--- src/rtl/arith_pkg.sv ---
`default_nettype none
// ============================================================================
// Module   : arith_pkg
// Purpose  : Shared opcode encoding for the sequential arithmetic unit.
//            OP_W is the opcode width; OP_* are the operation codes.
// Revision : 1.0  initial release
// ============================================================================
package arith_pkg;

  localparam int OP_W = 3;

  localparam logic [OP_W-1:0] OP_ADD   = 3'b000;
  localparam logic [OP_W-1:0] OP_SUB   = 3'b001;
  localparam logic [OP_W-1:0] OP_ADC   = 3'b010;
  localparam logic [OP_W-1:0] OP_SBC   = 3'b011;
  localparam logic [OP_W-1:0] OP_NEG   = 3'b100;
  localparam logic [OP_W-1:0] OP_CMP   = 3'b101;
  localparam logic [OP_W-1:0] OP_ACC   = 3'b110;
  localparam logic [OP_W-1:0] OP_LDACC = 3'b111;

endpackage
`default_nettype wire

--- src/rtl/arith_adder_core.sv ---
`default_nettype none
// ============================================================================
// Module   : arith_adder_core
// Purpose  : N-bit adder computing x + y + cin with carry out.
// Ports    : x, y   (in,  N) addends
//            cin    (in,  1) carry in
//            sum    (out, N) sum modulo 2^N
//            cout   (out, 1) carry out of bit N-1
// Revision : 1.0  initial release
// ============================================================================
module arith_adder_core #(
  parameter int N = 8
) (
  input  logic [N-1:0] x,
  input  logic [N-1:0] y,
  input  logic         cin,
  output logic [N-1:0] sum,
  output logic         cout
);

  logic [N:0] full_sum;

  always_comb begin
    full_sum = {1'b0, x} + {1'b0, y} + {{N{1'b0}}, cin};
  end

  assign sum  = full_sum[N-1:0];
  assign cout = full_sum[N];

endmodule
`default_nettype wire

--- src/rtl/arith_unit_seq.sv ---
`default_nettype none
// ============================================================================
// Module   : arith_unit_seq
// Purpose  : Registered N-bit signed add/sub/negate unit with a one-deep
//            valid/ready result register, carry chaining, accumulator and
//            sticky overflow.
// Ports    : clk, rst (async, active-high)
//            in_valid/in_ready, op, A, B       operand side
//            clr_sticky                         clears sticky_ovf
//            out_valid/out_ready, RA            result side
//            carryOut, Overflow, Zero, L, G, E  flags of the held result
//            sticky_ovf, acc                    persistent state
// Revision : 1.0  initial release
// ============================================================================
module arith_unit_seq
  import arith_pkg::*;
#(
  parameter int N = 8
) (
  input  logic            clk,
  input  logic            rst,
  input  logic            in_valid,
  output logic            in_ready,
  input  logic [OP_W-1:0] op,
  input  logic [N-1:0]    A,
  input  logic [N-1:0]    B,
  input  logic            clr_sticky,
  output logic            out_valid,
  input  logic            out_ready,
  output logic [N-1:0]    RA,
  output logic            carryOut,
  output logic            Overflow,
  output logic            Zero,
  output logic            L,
  output logic            G,
  output logic            E,
  output logic            sticky_ovf,
  output logic [N-1:0]    acc
);

  logic            accept;
  logic [N-1:0]    add_x, add_y, add_sum;
  logic            add_cin, add_cout, add_ovf;
  logic [N-1:0]    cmp_lhs;

  logic            out_valid_q, out_valid_d;
  logic [N-1:0]    ra_q, ra_d;
  logic            carry_q, carry_d;   // also serves as the ADC/SBC carry-in C
  logic            ovf_q, ovf_d;
  logic            zero_q, zero_d;
  logic            l_q, l_d, g_q, g_d, e_q, e_d;
  logic            sticky_q, sticky_d;
  logic [N-1:0]    acc_q, acc_d;

  assign in_ready = !out_valid_q || out_ready;
  assign accept   = in_valid && in_ready;

  // Operand selection: every op is funnelled through the one adder.
  always_comb begin
    add_x   = A;
    add_y   = B;
    add_cin = 1'b0;
    case (op)
      OP_ADD:   begin add_x = A;         add_y = B;  add_cin = 1'b0;    end
      OP_SUB,
      OP_CMP:   begin add_x = A;         add_y = ~B; add_cin = 1'b1;    end
      OP_ADC:   begin add_x = A;         add_y = B;  add_cin = carry_q; end
      OP_SBC:   begin add_x = A;         add_y = ~B; add_cin = carry_q; end
      OP_NEG:   begin add_x = '0;        add_y = ~B; add_cin = 1'b1;    end
      OP_ACC:   begin add_x = acc_q;     add_y = B;  add_cin = 1'b0;    end
      default:  begin add_x = A;         add_y = B;  add_cin = 1'b0;    end
    endcase
  end

  arith_adder_core #(.N(N)) u_adder (
    .x    (add_x),
    .y    (add_y),
    .cin  (add_cin),
    .sum  (add_sum),
    .cout (add_cout)
  );

  assign add_ovf = (add_x[N-1] == add_y[N-1]) && (add_sum[N-1] != add_x[N-1]);

  // ACC compares the accumulator against B; every other op compares A with B.
  assign cmp_lhs = (op == OP_ACC) ? acc_q : A;

  always_comb begin
    out_valid_d = out_valid_q;
    ra_d        = ra_q;
    carry_d     = carry_q;
    ovf_d       = ovf_q;
    zero_d      = zero_q;
    l_d         = l_q;
    g_d         = g_q;
    e_d         = e_q;
    acc_d       = acc_q;

    if (accept) begin
      out_valid_d = 1'b1;
      ra_d        = add_sum;
      carry_d     = add_cout;
      ovf_d       = add_ovf;
      case (op)
        OP_CMP:   ra_d = A;
        OP_ACC:   acc_d = add_sum;
        OP_LDACC: begin
          ra_d    = B;
          acc_d   = B;
          carry_d = 1'b0;
          ovf_d   = 1'b0;
        end
        default:  ;
      endcase
      zero_d = (ra_d == '0);
      l_d    = $signed(cmp_lhs) <  $signed(B);
      g_d    = $signed(cmp_lhs) >  $signed(B);
      e_d    = cmp_lhs == B;
    end else if (out_ready) begin
      out_valid_d = 1'b0;
    end

    // An overflowing accept in the same cycle as a clear leaves sticky set.
    sticky_d = (sticky_q && !clr_sticky) || (accept && ovf_d);
  end

  always_ff @(posedge clk or posedge rst) begin
    if (rst) begin
      out_valid_q <= 1'b0;
      ra_q        <= '0;
      carry_q     <= 1'b0;
      ovf_q       <= 1'b0;
      zero_q      <= 1'b0;
      l_q         <= 1'b0;
      g_q         <= 1'b0;
      e_q         <= 1'b0;
      sticky_q    <= 1'b0;
      acc_q       <= '0;
    end else begin
      out_valid_q <= out_valid_d;
      ra_q        <= ra_d;
      carry_q     <= carry_d;
      ovf_q       <= ovf_d;
      zero_q      <= zero_d;
      l_q         <= l_d;
      g_q         <= g_d;
      e_q         <= e_d;
      sticky_q    <= sticky_d;
      acc_q       <= acc_d;
    end
  end

  assign out_valid  = out_valid_q;
  assign RA         = ra_q;
  assign carryOut   = carry_q;
  assign Overflow   = ovf_q;
  assign Zero       = zero_q;
  assign L          = l_q;
  assign G          = g_q;
  assign E          = e_q;
  assign sticky_ovf = sticky_q;
  assign acc        = acc_q;

endmodule
`default_nettype wire

--- config.mk ---
export PLATFORM = sky130hd
export DESIGN_NAME = arith_unit_seq
export DESIGN_NICKNAME = d
export VERILOG_FILES = /design/src/rtl/arith_pkg.sv /design/src/rtl/arith_adder_core.sv /design/src/rtl/arith_unit_seq.sv
export SDC_FILE = /design/constraint.sdc
export NUM_CORES = 1
export LEC_CHECK = 0
export CAP_MARGIN = 25
export CORE_MARGIN = 2
export CORE_UTILIZATION = 50
export CTS_CLUSTER_SIZE = 28
export DETAILED_ROUTE_END_ITERATION = 7
export MAX_ROUTING_LAYER = met4
export PLACE_DENSITY = 0.81
export SETUP_SLACK_MARGIN = 0.1
export SYNTH_ARGS = -nofsm -noshare
export SYNTH_HDL_FRONTEND = slang
export SYNTH_HIERARCHICAL = 1
export SYNTH_SLANG_ARGS = --single-unit
--- constraint.sdc ---
create_clock -name clk -period 2.9 [get_ports clk]
set_input_delay 0.58 -clock clk [delete_from_list [all_inputs] [get_ports clk]]
set_output_delay 0.58 -clock clk [all_outputs]
set_load 0.1 [all_outputs]
* Word level (Yosys, flattened, before mapping)
Index checks and enable logic that the tools add are counted.
Storage, ports and cells: flip-flop bits (word level) 24
Cells by class: reductions and logical operators 15, muxes and demuxes 12, eq/ne operators 10, bitwise gates (word level) 1, order comparisons 2, add/sub/neg operators 2
Operator list (count):
- $pmux 8 s2 | 3
- $mux 8 | 3
- $eq 3x3->1 const B | 4
- $add 8x8->9 | 1
- $add 9x1->9 | 1
- $eq 8x8->1 | 1
- $gt 8x8->1 | 1
- $logic_not 8->1 | 1
- $lt 8x8->1 | 1
- $not 8->8 | 1
- $eq 3x2->1 const B | 2
- $mux 1 | 5
- $logic_and 1x1->1 | 4
- $reduce_bool 2->1 | 2
- $reduce_or 4->1 | 1
- $eq 3x1->1 const B | 1
- $reduce_or 3->1 | 1
- $logic_not 1->1 | 2
- $logic_or 1x1->1 | 2
- $pmux 1 s2 | 1
- $reduce_and 2->1 | 1
- $reduce_or 2->1 | 1
- $eq 1x1->1 | 1
- $ne 1x1->1 | 1

* Logic depth before layout (Yosys ltp)
Gate-level depths: netlist (run 1).
depth after elaboration 11, gate-level depth with buffers 12, gate-level depth less buffers 11

* Cells and area by module
The synthesis (run 1) kept the hierarchy.
Modules (own cells, without submodules):
- arith_unit_seq | cells an instance 194, area an instance 1682.9 µm², seq. area each 600.6 µm², instances 1
- arith_adder_core | cells an instance 40, area an instance 331.6 µm², seq. area each 0.0 µm², instances 1

* Least setup slack after synthesis (run 1)
OpenSTA, ideal clock, no wires.
path kind input-to-reg, start in op[2], end reg zero_q (netlist: Zero), arrival time 3.036 ns, required time 2.796 ns, library setup time 0.104 ns, slack -0.239 ns, stages 12, path through and3b_1 -> buf_6 -> buf_2 -> a22o_1 -> fa_1 -> fa_1 -> a21oi_1 -> o21bai_1 -> xor2_1 -> a21oi_1 -> nand4_1 -> o41ai_2
On the way: elaborated cells on any way between the ends 18
RTL lines:
- from (decl) | line arith_unit_seq.sv:24 | input logic [OP_W-1:0] op,
- $eq 3x3->1 | line arith_unit_seq.sv:63 | case (op)
- $pmux 8 s2 (*) | line arith_unit_seq.sv:63
- net add_x[0] | line arith_unit_seq.sv:42 | logic [N-1:0] add_x, add_y, add_sum;
- $add 8x8->9 (*) | line arith_adder_core.sv:24 | full_sum = {1'b0, x} + {1'b0, y} + {{N{1'b0}}, cin};
- $add 9x1->9 (*) | line arith_adder_core.sv:24
- net add_sum[4] | line arith_unit_seq.sv:42
- $pmux 8 s2 (*) | line arith_unit_seq.sv:104 | case (op)
- $mux 8 (*) | line arith_unit_seq.sv:99 | if (accept) begin
- $logic_not 8->1 (*) | line arith_unit_seq.sv:115 | zero_d = (ra_d == '0);
- to (signal assigned) | line arith_unit_seq.sv:144 | zero_q <= zero_d;
- to (decl) | line arith_unit_seq.sv:50 | logic zero_q, zero_d;
The timed path passes the listed nets; every way through them passes the cells marked *. The select of a mux whose other input is x is not followed. A chain may end at the register's enable or synchronous reset.

* Worst setup path in the final report (run 1)
start in op[0], end reg zero_q (netlist: Zero)
On the way: word-level cells in the longest chain between the ends 8, elaborated cells on any way between the ends 18
RTL lines (line):
- $eq 3x3->1, or another cell as far along | arith_unit_seq.sv:63
- $reduce_or 4->1 (no line) (*)
- $mux 8 (*)
- net add_y[0] | arith_unit_seq.sv:42
- $add 8x8->9 (*) | arith_adder_core.sv:24
- $add 9x1->9 (*) | arith_adder_core.sv:24
- net add_sum[4] | arith_unit_seq.sv:42
- $pmux 8 s2 (*) | arith_unit_seq.sv:104
- $mux 8 (*) | arith_unit_seq.sv:99
- $logic_not 8->1 (*) | arith_unit_seq.sv:115
Marked as above.

==> results_dict.tcl, run 1 <==
set metrics [dict create \
    r2r-start "acc[0]" \
    synth_top_cells_by_area "dfrtp_1, ha_1, nand2_1, a21oi_1, mux2i_1" \
    finalNetCount 388 \
    area_growth_pct 58.8 \
    clk_path_buf_depth 2 \
    arrival_ps 3000 \
    crit_type "in2reg" \
    max_freq_ghz 0.355 \
    syn_inst 234 \
    synth_nets 275 \
    numCtsBuffers 3 \
    vias 2287 \
    rrSetupSlack_ps 290 \
    timing.rr.end "Zero" \
    insertion_delay_ps 280 \
    min_to "Overflow" \
    slew_headroom_pct 65.6 \
    grtUsageTotal_pct 33.9 \
    synth_common_cells "nand2_1, dfrtp_1, a21oi_1" \
    drt_iter0_markers 213 \
    path_clk_slew_ps 90 \
    netlist_area_mm2 0.00201 \
    gp_congestion 0.913 \
    rows 23 \
    cts_sinks 24 \
    post_route_cells_drive_above_1_share_pct 39.3 \
    ys_seq_elements 24 \
    htree_levels 1 \
    crit_path_end_kind "flip-flop" \
    hold_buffers 0 \
    synthMostInstantiatedCell "nand2_1" \
    antenna_found_initial 0 \
    finalCriticalPeriod_ps 2810 \
    status "completed" \
    power_leakage_nw 1.58 \
    max_cap_viol_count 0 \
    stdcell_area_mm2 0.00320 \
    root_buffer "clkbuf_8" \
    holdWs_ps 490 \
    die_area_mm2 0.00455 \
    hp-class "reg2reg" \
    yosysTopAreaCell "dfrtp_1" \
    die_x_um 67.5 \
    ys_seq_area_share_pct 29.8 \
    boundaryPins 49 \
    grt_pass1_vias 2401 \
    drc 0 \
    grt_pass1_wl_um 11000 \
    cp-start-kind "primary input" \
    rsz0062_at_grt "true" \
    initial_core_util_pct 51.1 \
    wl_per_cell_um 17.8 \
    synth-edff-count 0 \
    drt-pass1-iter-count 4 \
    postRouteAntennaNets 0 \
    ys_types 48 \
    hold_viol 0 \
    synth_top_area_share_pct 29.8 \
    tightest_slew_ps 514 \
    dieHeight_um 67.5 \
    skew_ps 6.93 \
    ys.flop_type "dfrtp_1" \
    fin_tns_setup_ps 0 \
    detailed_place_hpwl_um 5020 \
    grt.overflow.total 0 \
    cp.required_ps 3080 \
    avgSynthCellArea_um2 8.61 \
    cts_tree "done" \
    crit_path_start "op[0]" \
    viasPerCell 5.78 \
    whs_path_depth 2 \
    p_per_area_mw_per_mm2 740 \
    setup_viol 0 \
    max-vdd-ir-drop_mv 0.506 \
    place_area_mm2 0.00291 \
    min_from "Overflow" \
    drt_wl_total_um 7030 \
    async_reset_ff_share_pct 100 \
    post-route-period-util_pct 97.1 \
    power_mw 2.37 \
    io_buffer_count 48 \
    num_antenna_cells 0 \
    synth_warnings 6 \
    worstPathMaxFanout 6 \
    fillers 243 \
    core_area_mm2 0.00394 \
    slew_violations 0 \
    ff2ff_path_depth 9 \
    grt_max_degree 25 \
]
==> how the worst max path moves through the flow <==
stage	endpoint	slack (ps)
finish	Zero	90
CTS	Zero	10
global placement	Zero	-570
detailed placement	Zero	-830
global route	Zero	30
floorplan	Zero	9
==> power breakdown <==
part	switching (mW)	total [mW]	internal, mW
Sequential	0.0742	0.493	0.419
Combinational	1.05	1.56	0.513
Clock	0.127	0.312	0.185
Total	1.25	2.37	1.12
==> cell type report <==
| class | instances | area, µm² | area share, % |
|---|---|---|---|
| multi-input combinational | 188 | 1450 | 45.3 |
| timing repair buffer | 116 | 963 | 30.1 |
| sequential | 24 | 601 | 18.8 |
| tap | 50 | 62.6 | 1.96 |
| inverter | 14 | 52.6 | 1.64 |
| clock buffer | 3 | 41.3 | 1.29 |
| clock inverter | 1 | 30.0 | 0.939 |
==> critical path, stage by stage <==
cell and delay, ps:
buf_8 110, nor2_4 160, nor2_4 70, xor2_1 190
fa_2 430, fa_2 400, a21oi_4 160, o21bai_1 110
xor2_1 190, a21oi_2 210, nand4_1 150, o41ai_2 220
==> per-stage QoR <==
step,util [%],worst slack [ps],std cells
after global routing,81.1,33.5,396
after global placement,73.9,-567,381
after floorplan,-,8.83,234
final,81.1,85.2,396
after CTS,78.5,9.54,394
after detailed placement,73.9,-832,381
==> repair_timing <==
item                       4_1_cts  5_1_grt
setup endpoints to repair       20        5
gates cloned                     1        0
buffers inserted                 8        2
pin swaps                       14       17
resized for setup               31       12
==> state kept, by name, summed over array words and instances (netlist names) <==
signal / flops
RA: 8
acc: 8
E: 1
G: 1
L: 1
Overflow: 1
Zero: 1
carryOut: 1
out_valid: 1
sticky_ovf: 1
==> cells by family after synthesis <==
family,synth area share [%]
multiplexers,8.94
AO/OA/AOI/OAI,22.2
AND/OR/NAND/NOR,18.0
adder cells (fa/ha/maj),11.3
buffers and inverters,4.91
XOR/XNOR,4.78
flip-flops,29.8
==> per-layer routing <==
layer	up-vias	track usage (%)	part of all wire (%)
met5	-	-	0
met4	0	23.5	5.6
met3	42	4.83	5.6
met2	112	55.4	49
met1	1073	38.1	40
li1	1060	-	-
==> cells in the final DEF (no fill, tap or decap), drive strengths merged, types with 2 or more instances in the layout <==
cell type      count
a21o               2
a21oi             22
a22o               8
a311o              2
and2               2
and3               2
and3b              2
buf               96
clkbuf             3
clkdlybuf4s50     17
dfrtp             24
dlymetal6s2s       2
fa                 2
ha                15
inv               14
mux2               8
mux2i              9
nand2             31
nand2b             4
nand3              3
nand3b             2
nand4              4
nor2              19
nor2b              2
o211ai             2
o21a               2
o21ai             22
xnor2              8
xor2               3
Note: power is estimated with default switching activity, not from simulation.
==> run 2, diff against run 1 <==
--- a/config.mk
+++ b/config.mk
@@ -5,7 +5,6 @@
 export SDC_FILE = /design/constraint.sdc
 export NUM_CORES = 1
 export LEC_CHECK = 0
-export CAP_MARGIN = 25
 export CORE_MARGIN = 2
 export CORE_UTILIZATION = 50
 export CTS_CLUSTER_SIZE = 28
==> results of run 2 <==
No change in the layout: final DEF, timing and power equal those of run 1.
==> run 3, diff against run 2 <==
==> constraint.sdc (replaced) <==
create_clock -name clk -period 2.9 [get_ports clk]
set_input_delay 0.87 -clock clk [delete_from_list [all_inputs] [get_ports clk]]
set_output_delay 0.87 -clock clk [all_outputs]
set_load 0.1 [all_outputs]
==> results_dict.tcl, run 3 (synthesis gave the netlist of run 1 again) <==
set metrics [dict create \
    dieHeight_um 67.5 \
    drt_iter0_markers 157 \
    cp_top_family "compound AO/OA/AOI/OAI gates" \
    hold_viol 0 \
    timing.rr.end "Zero" \
    power_leakage_nw 1.62 \
    path_common_cell "fa_2" \
    whs_path_depth 2 \
    crit_buf_inv 1 \
    viasPerCell 6.22 \
    post_route_cells_drive_above_1_share_pct 49.3 \
    htree_levels 1 \
    r2r-start "carryOut" \
    post-route-period-util_pct 117 \
    numCtsBuffers 3 \
    grtUsageTotal_pct 33.2 \
    cpMaxStageDelayCell "fa_2" \
    arrival_ps 3550 \
    gp_congestion 0.935 \
    place_area_mm2 0.00295 \
    finalNetCount 391 \
    cp-start-kind "primary input" \
    rows 23 \
    core_area_mm2 0.00394 \
    hold_buffers 0 \
    grt_pass1_vias 2362 \
    finalWorstSetupSlack_ps -487 \
    slew_headroom_pct 53.7 \
    path_clk_slew_ps 100 \
    drt-pass1-iter-count 4 \
    max_freq_ghz 0.295 \
    worst-path-stages 12 \
    insertion_delay_ps 280 \
    crit_path_start "op[1]" \
    dp_slack_ps -994 \
    grt.overflow.total 0 \
    stdcell_area_mm2 0.00346 \
    cts_sinks 24 \
    violations "negative setup slack" \
    max_cap_viol_count 0 \
    area_growth_pct 71.8 \
    fin_tns_setup_ps -1420 \
    layout_commonest_cell "buf_4" \
    rrSetupSlack_ps 20 \
    setup_viol 11 \
    postRouteAntennaNets 0 \
    worstPathMaxFanout 4 \
    boundaryPins 49 \
    initial_core_util_pct 51.1 \
    clk_path_buf_depth 2 \
    grt_pass1_wl_um 10800 \
    cts_tree "done" \
    rsz0062_at_grt "true" \
    detailed_place_hpwl_um 4740 \
    cpPeakStageDelay_ps 420 \
    final_cell_mix "buf_4, nand2_1, dfrtp_1" \
    root_buffer "clkbuf_8" \
    hp-class "reg2reg" \
    io_buffer_count 48 \
    max-vdd-ir-drop_mv 0.488 \
    die_area_mm2 0.00455 \
    die_x_um 67.5 \
    crit_end "Zero" \
    cp.required_ps 3060 \
    drc 0 \
    antenna_found_initial 0 \
    status "finished with violations" \
    slew_violations 0 \
    skew_ps 6.87 \
    ff2ff_path_depth 10 \
    crit_path_end_kind "flip-flop" \
    p_per_area_mw_per_mm2 731 \
    grt_max_degree 25 \
    tightest_slew_ps 692 \
    wl_per_cell_um 21.5 \
    path_cells "buf_8 -> and2_4 -> nor2_4 -> xor2_2 -> fa_2 -> fa_2 -> a21oi_4 -> o21a_1 -> xnor2_2 -> a21oi_2 -> nand4_1 -> o41ai_2" \
    finalCriticalPeriod_ps 3390 \
    num_antenna_cells 0 \
    drt_wl_total_um 8560 \
    crit_type "in2reg" \
    vias 2481 \
    final_core_util_pct 87.8 \
]
[run 3: worst min-delay path by stage]
| stage | to | slack, ps | start |
|---|---|---|---|
| 3_5_place_dp | G | 470 | G |
| 6_report | RA[2] | 500 | RA[2] |
| 3_3_place_gp | Overflow | 460 | Overflow |
| 5_1_grt | Overflow | 520 | Overflow |
| 4_1_cts | E | 500 | E |
| 2_1_floorplan | E | 880 | rst |
[run 3: timing repair]
item,in CTS,in global routing
gates cloned,0,0
gates resized for setup,55,31
pin swaps,35,26
setup endpoints to repair,21,16
setup buffers,11,7
endpoints found under the hold margin,0,0
[run 3: final cells by class]
class | count | area (µm²)
inverter | 14 | 55.1
sequential | 24 | 601
clock inverter | 1 | 30.0
multi-input combinational | 187 | 1650
timing repair buffer | 120 | 1030
clock buffer | 3 | 41.3
fill | 185 | 482
tap | 50 | 62.6
[run 3: tightest hold or removal path, delay by kind of cell, from the launching register on]
kind	cells	cell delay [ps]
DFF	1	360
AOI/OAI and AO/OA	1	60
and+or+nand+nor	1	50
[run 3: stage by stage]
stage	hold WS [ps]	instances	total power, mW
floorplan	885	234	1.50
global placement	462	380	1.93
detailed placement	472	380	1.95
CTS	495	394	2.36
global route	523	399	2.61
finish	503	399	2.53
[run 3: metal layers]
metal	track usage (%)	up-vias	routed length [µm]
li1	-	1066	-
met1	35.4	1167	3060
met2	59.6	181	4120
met3	4.67	67	685
met4	16.8	0	701
met5	-	-	0
[run 3: report_power, final]
group	total, mW	switching, mW	internal (mW)	leakage, nW
combinational	1.71	1.13	0.575	1.28
clock	0.319	0.133	0.185	0.0357
sequential	0.505	0.0865	0.419	0.300
total	2.53	1.35	1.18	1.62
